File: src/rtl/usb_tx_slave_fifo.sv
// usb_tx_slave_fifo
//
// Write-direction engine for the FX2 slave-FIFO bus. Drains 16-bit words from
// a local FPGA FIFO into the FX2 IN endpoint, one SLWR strobe per word. Full
// packets commit on their own when the per-packet word count wraps. Short
// packets are committed with PKTEND, either after an idle timeout or on an
// explicit flush. FD/FIFOADR are shared with the read path via bus_req/bus_gnt.
//
// Ports:
//   CLK            system clock (FX2 IFCLK domain)
//   RST            asynchronous active-low reset
//   FLAG_FULL      IN endpoint full; writes are held off while high
//   fifo_empty     local FIFO empty
//   fifo_q         local FIFO read data, valid the cycle after the read
//   flush          single-cycle request to commit a pending partial packet
//   bus_gnt        arbiter grant of FD/FIFOADR
//   fifo_rdrq      local FIFO read request, one cycle per word
//   FD_OUT         write data to the FD pins
//   FD_OE          FD output enable (top level tristates FD when low)
//   FIFOADR        endpoint select
//   SLWR           write strobe, high one cycle per word
//   PKTEND         short-packet commit, high one cycle
//   bus_req        bus request to the arbiter
//   state_monitor  current state encoding
//   words_sent     total words strobed (wraps)

module usb_tx_slave_fifo #(
  parameter logic [1:0]  EP_ADDR   = 2'b10,
  parameter int unsigned PKT_WORDS = 256,
  parameter int unsigned TIMEOUT   = 1024
) (
  input  logic        CLK,
  input  logic        RST,
  input  logic        FLAG_FULL,
  input  logic        fifo_empty,
  input  logic [15:0] fifo_q,
  input  logic        flush,
  input  logic        bus_gnt,
  output logic        fifo_rdrq,
  output logic [15:0] FD_OUT,
  output logic        FD_OE,
  output logic [1:0]  FIFOADR,
  output logic        SLWR,
  output logic        PKTEND,
  output logic        bus_req,
  output logic [2:0]  state_monitor,
  output logic [31:0] words_sent
);

  // PKT_WORDS is a power of two, so natural wrap of the counter is the modulo.
  localparam int unsigned CntW = $clog2(PKT_WORDS);
  localparam int unsigned TmrW = $clog2(TIMEOUT + 1);
  localparam logic [TmrW-1:0] TimeoutVal = TmrW'(TIMEOUT);

  typedef enum logic [2:0] {
    StIdle    = 3'd0,
    StReq     = 3'd1,
    StFetch   = 3'd2,
    StLatch   = 3'd3,
    StWr      = 3'd4,
    StWrEnd   = 3'd5,
    StCommit  = 3'd6,
    StRelease = 3'd7
  } state_e;

  state_e          state_q;
  logic [CntW-1:0] word_cnt_q;
  logic [TmrW-1:0] timer_q;
  logic            flush_pend_q;

  logic [CntW-1:0] word_cnt_inc;
  logic            cnt_nz;
  logic            cnt_inc_nz;
  logic            timed_out;

  assign word_cnt_inc  = word_cnt_q + CntW'(1);
  assign cnt_nz        = |word_cnt_q;
  assign cnt_inc_nz    = |word_cnt_inc;
  assign timed_out     = (timer_q == TimeoutVal);
  assign state_monitor = state_q;

  always_ff @(posedge CLK or negedge RST) begin
    if (!RST) begin
      state_q      <= StIdle;
      word_cnt_q   <= '0;
      timer_q      <= '0;
      flush_pend_q <= 1'b0;
      fifo_rdrq    <= 1'b0;
      FD_OUT       <= '0;
      FD_OE        <= 1'b0;
      FIFOADR      <= '0;
      SLWR         <= 1'b0;
      PKTEND       <= 1'b0;
      bus_req      <= 1'b0;
      words_sent   <= '0;
    end else begin
      PKTEND  <= 1'b0;
      timer_q <= '0;
      // A flush with nothing pending is dropped so no zero-length packet is sent.
      if (flush && cnt_nz) flush_pend_q <= 1'b1;

      case (state_q)
        StIdle: begin
          // Timer only runs while a partial packet sits with no new data.
          if (cnt_nz && fifo_empty) begin
            timer_q <= timed_out ? timer_q : timer_q + TmrW'(1);
          end
          if (!fifo_empty || flush_pend_q || (timed_out && cnt_nz)) begin
            bus_req <= 1'b1;
            state_q <= StReq;
          end
        end

        StReq: begin
          if (bus_gnt) begin
            FIFOADR <= EP_ADDR;
            FD_OE   <= 1'b1;
            if (!fifo_empty) begin
              fifo_rdrq <= 1'b1;
              state_q   <= StFetch;
            end else begin
              state_q <= StCommit;
            end
          end
        end

        StFetch: begin
          fifo_rdrq <= 1'b0;
          state_q   <= StLatch;
        end

        StLatch: begin
          FD_OUT  <= fifo_q;
          state_q <= StWr;
        end

        StWr: begin
          if (!FLAG_FULL) begin
            SLWR       <= 1'b1;
            words_sent <= words_sent + 32'd1;
            state_q    <= StWrEnd;
          end
        end

        StWrEnd: begin
          SLWR       <= 1'b0;
          word_cnt_q <= word_cnt_inc;
          // A same-cycle flush is judged against the count including this word.
          flush_pend_q <= flush_pend_q | (flush & cnt_inc_nz);
          if (!fifo_empty) begin
            fifo_rdrq <= 1'b1;
            state_q   <= StFetch;
          end else if ((flush_pend_q || flush) && cnt_inc_nz) begin
            state_q <= StCommit;
          end else begin
            state_q <= StRelease;
          end
        end

        StCommit: begin
          if (cnt_nz) PKTEND <= 1'b1;
          word_cnt_q   <= '0;
          flush_pend_q <= 1'b0;
          state_q      <= StRelease;
        end

        StRelease: begin
          FD_OE   <= 1'b0;
          bus_req <= 1'b0;
          state_q <= StIdle;
        end

        default: state_q <= StIdle;
      endcase
    end
  end

endmodule

File: config.mk
export PLATFORM = sky130hd
export DESIGN_NAME = usb_tx_slave_fifo
export DESIGN_NICKNAME = d
export VERILOG_FILES = /design/src/rtl/usb_tx_slave_fifo.sv
export SDC_FILE = /design/constraint.sdc
export NUM_CORES = 1
export LEC_CHECK = 0
export BUFFER_PORTS_ARGS = -buffer_cell sky130_fd_sc_hd__buf_2
export CORE_ASPECT_RATIO = 0.9
export CORE_MARGIN = 2
export CORE_UTILIZATION = 58
export CTS_CLUSTER_DIAMETER = 120
export DETAILED_ROUTE_END_ITERATION = 7
export PLACE_DENSITY = 0.9
export REMOVE_ABC_BUFFERS = 1
export SLEW_MARGIN = 20
export SYNTH_ARGS = -nofsm -noshare
export SYNTH_HDL_FRONTEND = slang
export SYNTH_SLANG_ARGS = --single-unit
File: constraint.sdc
create_clock -name CLK -period 4.5 [get_ports CLK]
set_input_delay 0.45 -clock CLK [delete_from_list [all_inputs] [get_ports CLK]]
set_output_delay 0.45 -clock CLK [all_outputs]
set_load 0.01 [all_outputs]
Yosys cells after proc, flatten, opt, wreduce, memory -nomap -nowiden
Cells that the tools add are included.
{ "classes": {"n_eq_ne": 12, "multipliers": 0, "div_mod_pow": 0, "addsub": 3, "order_cmp": 0, "mux": 24, "n_bitwise": 3, "n_shift": 0, "reduce_logical": 24} }
{ "ops": {"columns": ["cell", "n"], "rows": [
  ["$mux 11", 3],
  ["$add 32x1->32 const B", 1],
  ["$pmux 3 s8", 1],
  ["$pmux 8 s2", 1],
  ["$reduce_or 8->1", 2],
  ["$mux 3", 5],
  ["$eq 3x3->1 const B", 4],
  ["$reduce_and 2->1", 6],
  ["$add 11x1->11 const B", 1],
  ["$eq 11x11->1 const B", 1],
  ["$mux 1", 9],
  ["$add 8x1->8 const B", 1],
  ["$pmux 1 s2", 4],
  ["$reduce_bool 2->1", 4],
  ["$eq 3x2->1 const B", 2],
  ["$ne 2x2->1 const B", 3],
  ["$reduce_bool 3->1", 2],
  ["$logic_and 1x1->1", 4],
  ["$eq 3x1->1 const B", 1],
  ["$logic_not 3->1", 1],
  ["$logic_or 1x1->1", 3],
  ["$ne 3x3->1 const B", 1],
  ["$pmux 1 s3", 1],
  ["$reduce_and 3->1", 1],
  ["other kinds (4)", 4]
]} }
{ "totals": {"regBits": 77, "mem_bits_ro": 0, "memories": 0, "latchBits": 0, "mem_bits_rw": 0, "word_cells": 78, "out_inout_bits": 58, "input_bits": 22} }

Longest topological paths before layout
{ "logic_depth": {"word_depth": 6, "ltp_mapped": 7, "depth_no_buf": 7} }

Worst setup path after synthesis
OpenSTA, ideal clock, no wires.
{ "synth_timing": {"path_kind": "reg-to-reg", "from": "reg state_q[1], in the netlist state_monitor[1]", "to": "reg words_sent[17]", "t_arrival_ns": 1.899, "stages_incl_launch_ff": 7, "synth_period_minus_slack_ns": 1.978, "setup_time_ns": 0.079, "slack_ns": 2.522, "path_buffers": 1, "cell_sequence": "dfrtp_1 buf_6 nor4b_4 nand3_2 or4_4 nor3_2 xor2_1"} }
{ "synth_between": {"elab_chain_len": 2} }
{ "synth_rtl": {"columns": ["item", "line", "source"], "rows": [
  ["start, declared", "66", "state_e state_q;"],
  ["start signal, assigned", "84", "state_q <= StIdle;"],
  ["start signal, assigned", "110", "state_q <= StReq;"],
  ["start signal, assigned", "120", "state_q <= StFetch;"],
  ["$eq 3x3->1", "102", "case (state_q)"],
  ["$reduce_and 2->1 (no line)", null, null],
  ["end signal, assigned", "140", "words_sent <= words_sent + 32'd1;"],
  ["end, declared", "47", "output logic [31:0] words_sent"]
]} }
Every way passes these cells.
A chain may end at the register's enable or synchronous reset.

Worst setup path after layout
{ "layout_timing": {"from": "reg state_q[1], in the netlist state_monitor[1]", "to": "reg words_sent[16]"} }
Same word-level chain as after synthesis.

==> flow_metrics.env <==
export IMPL_status="completed"
export IMPL_nets=433
export IMPL_drtIter0Drc=106
export IMPL_post_route_period_util=0.5496
export IMPL_ios=80
export IMPL_worstMarginPinSlew_ns=0.9404
export IMPL_die_area_um2=6756
export IMPL_crit_start="state_monitor[1]"
export IMPL_grt_pass1_wl_um=12480
export IMPL_seqPwrFrac=0.441
export IMPL_yosysUniqueCellTypes=49
export IMPL_worst_path_max_delay_cell="nor4_1"
export IMPL_slew_viol_final=0
export IMPL_cts_resized=0
export IMPL_post_drt_wl_per_cell_um=15.14
export IMPL_firstDrtPassIters=4
export IMPL_cts_buffers_inserted=9
export IMPL_place_hpwl_um=5152
export IMPL_vias=2679
export IMPL_hp_class="input port to async pin"
export IMPL_power_density_nw_per_um2=531.8
export IMPL_synthArstFlopShare=1.000
export IMPL_synth_area_um2=3546
export IMPL_p_comb_frac=0.277
export IMPL_die_w_um=86.42
export IMPL_switching_share=0.3227
export IMPL_antenna_found_initial=0
export IMPL_final_fill_count=435
export IMPL_diodes=0
export IMPL_drc=0
export IMPL_pwr_share_clk=0.283
export IMPL_ys_seq_area_frac=0.5434
export IMPL_grt_max_degree=78
export IMPL_max_cap_viol_count=0
export IMPL_layout_drive_gt1_share=0.2920
export IMPL_clk_latency_ns=0.35
export IMPL_post_dp_cell_area_um2=3983
export IMPL_crit_path_end_kind="flip-flop"
export IMPL_synth_edf_count=0
export IMPL_clockBufferDepth=2
export IMPL_setup_tns_ns=0
export IMPL_clk_pin_slew_ns=0.08
export IMPL_ant_nets=0
export IMPL_postCtsSetupBuffers=0
export IMPL_fmax_ghz=0.4043
export IMPL_rows=27
export IMPL_vias_per_cell=5.547
export IMPL_die_y_um=78.18
export IMPL_avgSynthCellArea_um2=10.88
export IMPL_fin_crit_ns=2.473
export IMPL_rsz0062_at_grt="no"
export IMPL_cts_tree="done"
export IMPL_post_place_cells=467
export IMPL_grtUsageTotal=0.2379
export IMPL_vdd_ir_drop_max_uv=408.5
export IMPL_hold_buffers=0
export IMPL_io_buffers=78
export IMPL_start_util=0.5897
export IMPL_grt_overflow=0
export IMPL_finalNonFillerCells=483
export IMPL_first_global_vias=2647
export IMPL_required_ns=4.78
export IMPL_fin_skew_ns=0.005540
export IMPL_power_switching_uw=725.7
export IMPL_final_cell_mix="dfrtp_1, buf_2, nand2_1"
export IMPL_critPathKind="flip-flop to flip-flop"
export IMPL_area_growth_pct=19.27
export IMPL_finalPower_uw=2249
export IMPL_fin_area_um2=4229
export IMPL_leakage_uw=0.002055
export IMPL_clockRootBuffer="clkbuf_8"
export IMPL_p_int_uw=1523
export IMPL_cts_sinks=77
export IMPL_synthFlopType="dfrtp_1"
export IMPL_setup_violations=0
export IMPL_syn_inst=326
export IMPL_slew_headroom=0.3731
export IMPL_detail_route_wirelength_um=7312
export IMPL_cp_cell_sequence="nor4b_4 > nand2_1 > nor4_1 > and4_1 > xor2_1"
export IMPL_synth_warnings=0
export IMPL_startpoint_type="flip-flop"
export IMPL_finalHoldViolations=0
export IMPL_synth_seq_cells=77
export IMPL_critPathMaxFanout=19
export IMPL_htreeDepth=3
export IMPL_gp_congestion=0.9071
export IMPL_r2r_start="state_monitor[1]"
export IMPL_slowest_delay_ns=0.61
export IMPL_hold_ws_ns=0.2093
export IMPL_core_area_um2=6013
export IMPL_cp_data_arrival_time_ns=2.75
[stage by stage]
step / util / worst slack (ns)
global route: 0.7033 / 1.918
finish: 0.7033 / 2.027
detailed placement: 0.6623 / 2.114
floorplan: - / 2.454
global placement: 0.6623 / 2.282
CTS: 0.7033 / 2.092
[kinds of logic after synthesis]
| kind of cell | synth area share |
|---|---|
| XOR/XNOR | 0.09880 |
| other | 0.001058 |
| multiplexers | 0.05716 |
| AND/OR/NAND/NOR | 0.1990 |
| adder cells (fa/ha/maj) | 0.01764 |
| AO/OA/AOI/OAI | 0.06034 |
| buffers and inverters | 0.02258 |
| flip-flops | 0.5434 |
[worst paths after layout]
path / endpoint / cells after the start / slack [ns]
worst max-delay path: words_sent[16] / 5 / 2.03
worst min-delay path: flush_pend_q / 1 / 0.21
max in group asynchronous: PKTEND / 1 / 3.66
worst min register to register: words_sent[31] / 1 / 0.49
worst max register to register: words_sent[16] / 5 / 2.03
min in group CLK: FD_OUT[13] / 2 / 0.33
[cell usage after synthesis, drive strengths merged, types with 3 or more instances]
cell	n	area, µm²
nor3	7	40.04
and2	3	18.77
and4	5	43.79
dfrtp	77	1927
clkbuf	6	22.52
nand4	5	31.28
nand2b	3	18.77
inv	9	33.78
and3	6	37.54
buf	3	23.77
xnor2	22	192.7
mux2	18	202.7
nand3	13	70.07
nor2	35	131.4
xor2	18	157.7
ha	5	62.56
nor4b	4	62.56
nand2	38	142.6
a21oi	7	35.03
o21ai	13	65.06
[flip-flops by register name, summed over array words and instances, names as in the netlist, 3 cells and up]
register and flops:
words_sent 32, FD_OUT 16, timer_q 11, word_cnt_q 8, state_monitor 3
[power groups by stage]
stage / registers, µW / logic [µW] / clock network, µW
2_1_floorplan: 1040 / 330 / 0
3_3_place_gp: 983 / 603 / 0
3_5_place_dp: 1000 / 624 / 0
4_1_cts: 989 / 632 / 648
5_1_grt: 1010 / 694 / 677
6_report: 991 / 623 / 636
[critical path, delay by kind of cell (launching register included)]
family / cells / cell delay (ns)
AND/OR/NAND/NOR: 4 / 1.65
flip-flops: 1 / 0.60
XOR/XNOR: 1 / 0.14
[routing by layer]
metal,routed length (µm),up-vias,track usage
met3,356,14,0.06099
li1,-,1277,-
met1,3119,1317,0.3088
met4,133,0,0.09844
met5,0,-,0
met2,3703,71,0.3815
[area by class of cell]
cell class,instances,area [µm²],share of cell area
sequential,77,1927,0.4556
multi-input combinational,231,1539,0.3639
timing repair buffer,78,392.9,0.09290
clock buffer,10,137.6,0.03254
clock inverter,6,108.9,0.02574
tap,72,90.09,0.02130
inverter,9,33.78,0.007988
Power figures use the tool's default switching activity.
